$ cat config.mk
export PLATFORM = sky130hd
export DESIGN_NAME = sme_stimulus_driver
export DESIGN_NICKNAME = d
export VERILOG_FILES = /design/src/rtl/sme_stimulus_driver.sv
export SDC_FILE = /design/constraint.sdc
export NUM_CORES = 1
export LEC_CHECK = 0
export BUFFER_PORTS_ARGS = -buffer_cell sky130_fd_sc_hd__buf_2
export CORE_UTILIZATION = 50
export DETAILED_ROUTE_END_ITERATION = 6
export GPL_TIMING_DRIVEN = 1
export PLACE_DENSITY = 0.68
export SKIP_CTS_REPAIR_TIMING = 1
export SLEW_MARGIN = 30
export SYNTH_ARGS = -nofsm -noshare
export SYNTH_HDL_FRONTEND = slang
export SYNTH_SLANG_ARGS = --single-unit
$ cat constraint.sdc
create_clock -name clk -period 8.65 [get_ports clk]
set_input_delay 2.595 -clock clk [delete_from_list [all_inputs] [get_ports clk]]
set_output_delay 2.595 -clock clk [all_outputs]
set_load 0.03 [all_outputs]
$ cat src/rtl/sme_stimulus_driver.sv
// Host-side stimulus driver for the string-matching engine: buffers one string and one
// pattern, streams them over the chardata/isstring/ispattern handshake and captures the result.
module sme_stimulus_driver #(
  parameter int STR_MAX = 32,
  parameter int PAT_MAX = 8,
  parameter int TIMEOUT = 255
) (
  input  logic       clk,
  input  logic       reset,
  input  logic       load_str,
  input  logic       load_pat,
  input  logic [7:0] load_char,
  input  logic       clr_str,
  input  logic       clr_pat,
  input  logic       start,
  input  logic       send_str,
  output logic [7:0] chardata,
  output logic       isstring,
  output logic       ispattern,
  input  logic       valid,
  input  logic       match,
  input  logic [4:0] match_index,
  output logic       busy,
  output logic       done,
  output logic       res_match,
  output logic [4:0] res_index,
  output logic       timeout
);

  localparam int SLW = $clog2(STR_MAX + 1);
  localparam int PLW = $clog2(PAT_MAX + 1);
  localparam int SIW = $clog2(STR_MAX);
  localparam int PIW = $clog2(PAT_MAX);
  localparam int WW  = $clog2(TIMEOUT + 1);

  typedef enum logic [2:0] {
    ST_IDLE     = 3'd0,
    ST_SEND_STR = 3'd1,
    ST_SEND_PAT = 3'd2,
    ST_WAIT     = 3'd3,
    ST_FIN      = 3'd4
  } state_t;

  state_t           state_q, state_d;
  logic [SLW-1:0]   str_len_q, str_len_d;
  logic [PLW-1:0]   pat_len_q, pat_len_d;
  logic [SLW-1:0]   idx_q, idx_d;
  logic [WW-1:0]    wait_q, wait_d;
  logic [7:0]       chardata_q, chardata_d;
  logic             isstring_q, isstring_d;
  logic             ispattern_q, ispattern_d;
  logic             busy_q, busy_d;
  logic             done_q, done_d;
  logic             res_match_q, res_match_d;
  logic [4:0]       res_index_q, res_index_d;
  logic             timeout_q, timeout_d;
  logic             str_we_s, pat_we_s, start_ok_s;
  logic [SLW-1:0]   idx_inc_s;

  logic [7:0]       str_mem_q [STR_MAX];
  logic [7:0]       pat_mem_q [PAT_MAX];

  assign start_ok_s = start && (pat_len_q != PLW'(0));
  assign idx_inc_s  = idx_q + SLW'(1);

  // Next-state, buffer bookkeeping and result capture
  always_comb begin
    state_d     = state_q;
    str_len_d   = str_len_q;
    pat_len_d   = pat_len_q;
    idx_d       = idx_q;
    wait_d      = wait_q;
    res_match_d = res_match_q;
    res_index_d = res_index_q;
    timeout_d   = timeout_q;
    str_we_s    = 1'b0;
    pat_we_s    = 1'b0;
    case (state_q)
      ST_IDLE: begin
        if (start_ok_s) begin
          // an accepted start owns the cycle; same-cycle loads/clears are not applied
          timeout_d = 1'b0;
          idx_d     = SLW'(0);
          if (send_str && (str_len_q != SLW'(0))) begin
            state_d = ST_SEND_STR;
          end else begin
            state_d = ST_SEND_PAT;
          end
        end else begin
          if (clr_str) begin
            str_len_d = SLW'(0);
          end else if (load_str && (str_len_q != SLW'(STR_MAX))) begin
            str_we_s  = 1'b1;
            str_len_d = str_len_q + SLW'(1);
          end else begin
            str_len_d = str_len_q;
          end
          if (clr_pat) begin
            pat_len_d = PLW'(0);
          end else if (load_pat && (pat_len_q != PLW'(PAT_MAX))) begin
            pat_we_s  = 1'b1;
            pat_len_d = pat_len_q + PLW'(1);
          end else begin
            pat_len_d = pat_len_q;
          end
        end
      end
      ST_SEND_STR: begin
        if (idx_inc_s == str_len_q) begin
          state_d = ST_SEND_PAT;
          idx_d   = SLW'(0);
        end else begin
          idx_d = idx_inc_s;
        end
      end
      ST_SEND_PAT: begin
        if (idx_inc_s == SLW'(pat_len_q)) begin
          state_d = ST_WAIT;
          idx_d   = SLW'(0);
          wait_d  = WW'(0);
        end else begin
          idx_d = idx_inc_s;
        end
      end
      ST_WAIT: begin
        if (valid) begin
          res_match_d = match;
          res_index_d = match_index;
          state_d     = ST_FIN;
        end else if (wait_q == WW'(TIMEOUT)) begin
          res_match_d = 1'b0;
          res_index_d = 5'd0;
          timeout_d   = 1'b1;
          state_d     = ST_FIN;
        end else begin
          wait_d = wait_q + WW'(1);
        end
      end
      ST_FIN: begin
        state_d = ST_IDLE;
      end
      default: begin
        state_d = ST_IDLE;
      end
    endcase
  end

  // Output values for the coming cycle, derived from the next state so outputs stay registered
  always_comb begin
    chardata_d  = 8'h00;
    isstring_d  = 1'b0;
    ispattern_d = 1'b0;
    busy_d      = (state_d != ST_IDLE);
    done_d      = (state_d == ST_FIN);
    case (state_d)
      ST_SEND_STR: begin
        chardata_d = str_mem_q[idx_d[SIW-1:0]];
        isstring_d = 1'b1;
      end
      ST_SEND_PAT: begin
        chardata_d  = pat_mem_q[idx_d[PIW-1:0]];
        ispattern_d = 1'b1;
      end
      default: begin
        chardata_d = 8'h00;
      end
    endcase
  end

  // Control and output registers
  always_ff @(posedge clk) begin
    if (reset) begin
      state_q     <= ST_IDLE;
      str_len_q   <= SLW'(0);
      pat_len_q   <= PLW'(0);
      idx_q       <= SLW'(0);
      wait_q      <= WW'(0);
      chardata_q  <= 8'h00;
      isstring_q  <= 1'b0;
      ispattern_q <= 1'b0;
      busy_q      <= 1'b0;
      done_q      <= 1'b0;
      res_match_q <= 1'b0;
      res_index_q <= 5'd0;
      timeout_q   <= 1'b0;
    end else begin
      state_q     <= state_d;
      str_len_q   <= str_len_d;
      pat_len_q   <= pat_len_d;
      idx_q       <= idx_d;
      wait_q      <= wait_d;
      chardata_q  <= chardata_d;
      isstring_q  <= isstring_d;
      ispattern_q <= ispattern_d;
      busy_q      <= busy_d;
      done_q      <= done_d;
      res_match_q <= res_match_d;
      res_index_q <= res_index_d;
      timeout_q   <= timeout_d;
    end
  end

  // Character buffers; contents are don't-care after reset
  always_ff @(posedge clk) begin
    if (str_we_s) begin
      str_mem_q[str_len_q[SIW-1:0]] <= load_char;
    end
    if (pat_we_s) begin
      pat_mem_q[pat_len_q[PIW-1:0]] <= load_char;
    end
  end

  assign chardata  = chardata_q;
  assign isstring  = isstring_q;
  assign ispattern = ispattern_q;
  assign busy      = busy_q;
  assign done      = done_q;
  assign res_match = res_match_q;
  assign res_index = res_index_q;
  assign timeout   = timeout_q;

endmodule

# Word-level counts from Yosys, hierarchy flattened
# Memory sizes are Yosys's and may differ from the RTL's.
# Index checks and enable logic that the tools add are counted.
word_totals:
  register_bits: 46
  ram_bits: 320
  inputBits: 23
  out_inout_bits: 19
  word_cells: 99
  n_memories: 2
classes:
  add_sub_neg: 4
  eq_ne: 16
  muxes: 42
  bitwise: 1
  n_reduce_logical: 20
mem_list:
  columns: ["memory", "depth", "width", "read_ports", "rd_ports_with_merged_regs", "write_ports", "line_no", "source"]
  rows:
  - ["str_mem_q", 32, 8, 1, 0, 1, "60", "logic [7:0] str_mem_q [STR_MAX];"]
  - ["pat_mem_q", 8, 8, 1, 0, 1, "61", "logic [7:0] pat_mem_q [PAT_MAX];"]
ops:
  columns: ["operator", "n"]
  rows:
  - ["one-hot mux 8 bit (2 select lines)", 2]
  - ["2-to-1 mux 6 bit", 5]
  - ["2-to-1 mux 8 bit", 3]
  - ["2-to-1 mux 1 bit", 19]
  - ["one-hot mux 6 bit (3 select lines)", 1]
  - ["2-to-1 mux 3 bit", 5]
  - ["adder 6 x 1 -> 6 bit, second input constant", 2]
  - ["one-hot mux 3 bit (4 select lines)", 1]
  - ["2-to-1 mux 5 bit", 2]
  - ["inequality test 2 bit, second input constant", 5]
  - ["nonzero test 2 bit", 5]
  - ["== test 3 x 2 -> 1 bit, second input constant", 3]
  - ["adder 8 x 1 -> 8 bit, second input constant", 1]
  - ["== test 8 bit, second input constant", 1]
  - ["2-to-1 mux 4 bit", 2]
  - ["AND reduction 4 bit", 2]
  - ["== test 3 x 1 -> 1 bit, second input constant", 2]
  - ["== test 6 x 4 -> 1 bit", 1]
  - ["== test 6 bit", 1]
  - ["inequality test 6 bit, second input constant", 1]
  - ["AND reduction 3 bit", 2]
  - ["nonzero test 3 bit", 2]
  - ["nonzero test 6 bit", 1]
  - ["adder 4 x 1 -> 4 bit, second input constant", 1]
  - ["other kinds (9)", 13]

# Depth between registers and ports, before layout
depth:
  word_depth: 8
  depth_mapped: 16
  ltp_nobuf: 12

# Worst setup path before layout
# Ideal clock, no wire load.
synth_path:
  path_kind: "input to register"
  start: "in start"
  end: "reg chardata_q[6] (netlist: chardata[6])"
  setup_ns: 0.117
  t_arrival_ns: 4.403
  setup_slack_ns: 4.129
  stages: 11
  path_cell_list: "a21bo_1 -> nand2_2 -> nand2_1 -> and3_1 -> clkbuf_1 -> a2111o_1 -> buf_4 -> a21oi_2 -> o21a_1 -> a2111oi_2 -> a32o_1"
synth_via:
  elab_chain_len: 5
  elab_cells_between_ends: 10
synth_lines:
  columns: ["item", "line_no", "source"]
  rows:
  - ["from (decl)", "15", "input logic start,"]
  - ["logical AND 1 bit *", "63", "assign start_ok_s = start && (pat_len_q != PLW'(0));"]
  - ["2-to-1 mux 6 bit or 2-to-1 mux 3 bit (tied branches)", "80", "if (start_ok_s) begin"]
  - ["one-hot mux 6 bit (3 select lines) or one-hot mux 3 bit (4 select lines) (tied branches)", "78", "case (state_q)"]
  - ["memory read (32 x 8 bit) (tied with other cells)", null, null]
  - ["one-hot mux 8 bit (2 select lines) *", "155", "case (state_d)"]
  - ["to (signal assigned)", "192", "chardata_q <= chardata_d;"]
  - ["to (decl)", "49", "logic [7:0] chardata_q, chardata_d;"]
# Every way passes the cells marked *; elsewhere a longest branch is shown, timed or not. The select of a mux whose other input is x is not followed.
# A chain may end at the register's enable or synchronous reset.

# Final worst setup path
layout_path:
  start: "in start"
  end: "reg chardata_q[5] (netlist: chardata[5])"
# The elaborated chain is that of the path after synthesis.

==> results.yml <==
sta:
  setup_viol: 0
  fmax_mhz: 183.9
  fin_tns_setup_ns: 0
  fin_crit_sh: 0.6285
  slew_headroom: 0.3458
  worst_hold_slack_ns: 0.4960
  tightest_slew_ns: 0.9777
  hold_viol: 0
  fin_worst_skew_ns: 0.01499
  rsz0062_at_grt: "false"
  slew_viol_final: 0
  period_minus_slack_ns: 5.437
yosys:
  ys_types: 70
  synth_compound_area_frac: 0.09171
  yosys_warnings: 0
  yosys.area_share.adder: 0.006505
  synth_top_family_by_area: "simple AND/OR/NAND/NOR gates"
  syn_area_um2: 15390
  synth_commonest_cells: "edfxtp_1, nand2_1, nor2_1"
  yosys.area.top_type: "edfxtp_1"
  async_flop_share: 0
  syn_area_per_cell_um2: 12.09
  synth_ff_type: "edfxtp_1"
  synthMuxAreaShare: 0.006505
  ys_ff_latch: 366
  yosysMostFrequentCell: "edfxtp_1"
  synth-edff-count: 320
  synthXorXnorAreaFrac: 0.01577
  syn-num-nets: 1304
  synth-simple-area-share: 0.1688
  ys_seq_area_frac: 0.6843
  netlist.area_leader.share: 0.6244
  syn_inst: 1273
  synth.area.top_cells: "edfxtp_1, nand2_1, dfxtp_1, nor2_1, a21oi_1"
final_layout:
  fin_nets: 1322
  multiInputGateArea_um2: 4494
  diodes: 0
  fillers: 2410
  regArea_um2: 10530
  syn_to_final_growth_pct: 11.72
  drive_above_1_share: 0.1061
worst_setup_path:
  crit_arrival_ns: 5.86
  worst-path-max-fanout: 78
  crit_path_start_kind: "primary input"
  worst_setup_path_end_kind: "flip-flop"
  critical_path_class: "in2reg"
  required_ns: 9.07
route:
  post-route-drc-count: 0
  ant_nets: 0
  routed_wl_um: 37250
  wl_per_cell_um: 21.79
  drt_pre_antenna_iters: 5
  vias_per_cell: 5.928
  drtIter0Drc: 979
  vias: 10137
clocking:
  htree_levels: 2
  clkTransAtPathRegs_ns: 0.06
  numCtsBuffers: 38
  clkLatencyLatePin_ns: 0.53
  clk_path_buf_depth: 3
  root_buffer: "clkbuf_16"
  tritoncts: "yes"
  cts.sinks: 366
status:
  outcome: "complete, no violations"
global_route:
  grt_pass1_vias: 9683
  grt-ovfl-total: 0
  grt_first_pass_wirelength_um: 56640
  antenna_found_initial: 0
  grt_max_degree: 79
  track_usage: 0.2430
floorplan:
  boundaryPins: 42
  chipWidth_um: 177.4
  rows: 63
  core_area_um2: 29950
  dieArea_um2: 31480
  start_util: 0.5137
  die_h_um: 177.4
place:
  place_congestion: 0.8484
  port-buffer-count: 41
  place_hpwl_um: 22070
hold_path:
  holdCritPathClass: "reg2reg"
power:
  ir_drop_v: 0.0002041
  p_leak_nw: 5.967
  powerDensity_nw_per_um2: 244.6
flow_run:
  cap_viol_max_count: 0
==> cells in the final DEF, fill, tap and decap left out, types with 7 or more instances in the layout <==
cell type	n
nor4_1	7
nor3_1	14
clkbuf_16	39
edfxtp_1	320
nand4_1	25
a31oi_1	11
xnor2_1	8
o22ai_1	9
ha_1	8
buf_2	41
o21ai_0	23
o41ai_2	7
clkinv_2	7
xor2_1	10
a21oi_1	65
and3_1	40
dfxtp_1	46
a211oi_1	8
nor2_1	97
or3_1	7
buf_4	9
mux2i_1	10
clkbuf_8	7
nand2_1	294
nand3_1	58
o2111ai_1	7
inv_1	14
a311oi_1	15
clkbuf_1	7
a22oi_1	23
==> logic make-up after synthesis <==
kind of cell	Yosys count
xor gates and xnor gates	22
buffers and inverters	87
AOI/OAI and AO/OA	200
DFF	366
adders and majority gates	8
and+or+nand+nor	580
muxes	10
==> path summary, 6_finish.rpt <==
kind / start / end / slack [ns] / cells after the start
max: start / chardata[5] / 3.21 / 11
min: res_index[4] / res_index[4] / 0.50 / 2
max reg2reg: idx_q[0] / chardata[5] / 4.00 / 13
min reg2reg: res_index[4] / res_index[4] / 0.50 / 2
==> registers in the layout, indices dropped and copies added (netlist names) <==
signal	cells
busy	1
chardata	8
done	1
idx_q	6
ispattern	1
isstring	1
pat_len_q	4
pat_mem_q	64
res_index	5
res_match	1
state_q	3
str_len_q	6
str_mem_q	256
timeout	1
wait_q	8
==> worst max-delay path, stage by stage <==
cell      delay, ns
buf_2          0.08
a21bo_1        0.24
nand2_2        0.21
nand2_1        0.20
and3_4         0.76
buf_4          0.72
nand2_1        0.12
and3_1         0.19
a311oi_1       0.30
o21ai_0        0.21
o41ai_2        0.10
==> per-layer routing <==
metal  GRT usage  up-vias  wire length [µm]
met4      0.1001        0              1449
met3     0.05099       83              2887
met2      0.3869      385             17460
met1      0.3249     4955             15460
li1            -     4714                 -
met5           0        -                 0
==> area by class of cell <==
class,count,area share
clock buffers,53,0.06390
clock inverters,16,0.01368
inverters,14,0.003057
multi-input cells,820,0.2614
flip-flops and latches,366,0.6125
well taps,390,0.02838
repair buffers,51,0.01703
==> power by group <==
part | internal, mW | switching [mW] | total (mW) | leakage (nW)
Combinational | 0.153 | 0.381 | 0.534 | 2.06
Clock | 1.07 | 0.655 | 1.72 | 0.658
Sequential | 1.94 | 0.0122 | 1.95 | 3.25
==> metrics by stage <==
step	cells	setup slack (ns)	power, mW	utilization	area, µm²
6_report	1710	3.213	4.205	0.5739	17190
5_1_grt	1710	2.971	4.338	0.5739	17190
4_1_cts	1710	3.222	4.223	0.5738	17190
3_5_place_dp	1641	2.687	2.517	0.5292	15850
3_3_place_gp	1640	2.665	2.504	0.5283	15830
2_1_floorplan	1273	4.129	2.362	-	15390
(Power assumes the default switching activity.)
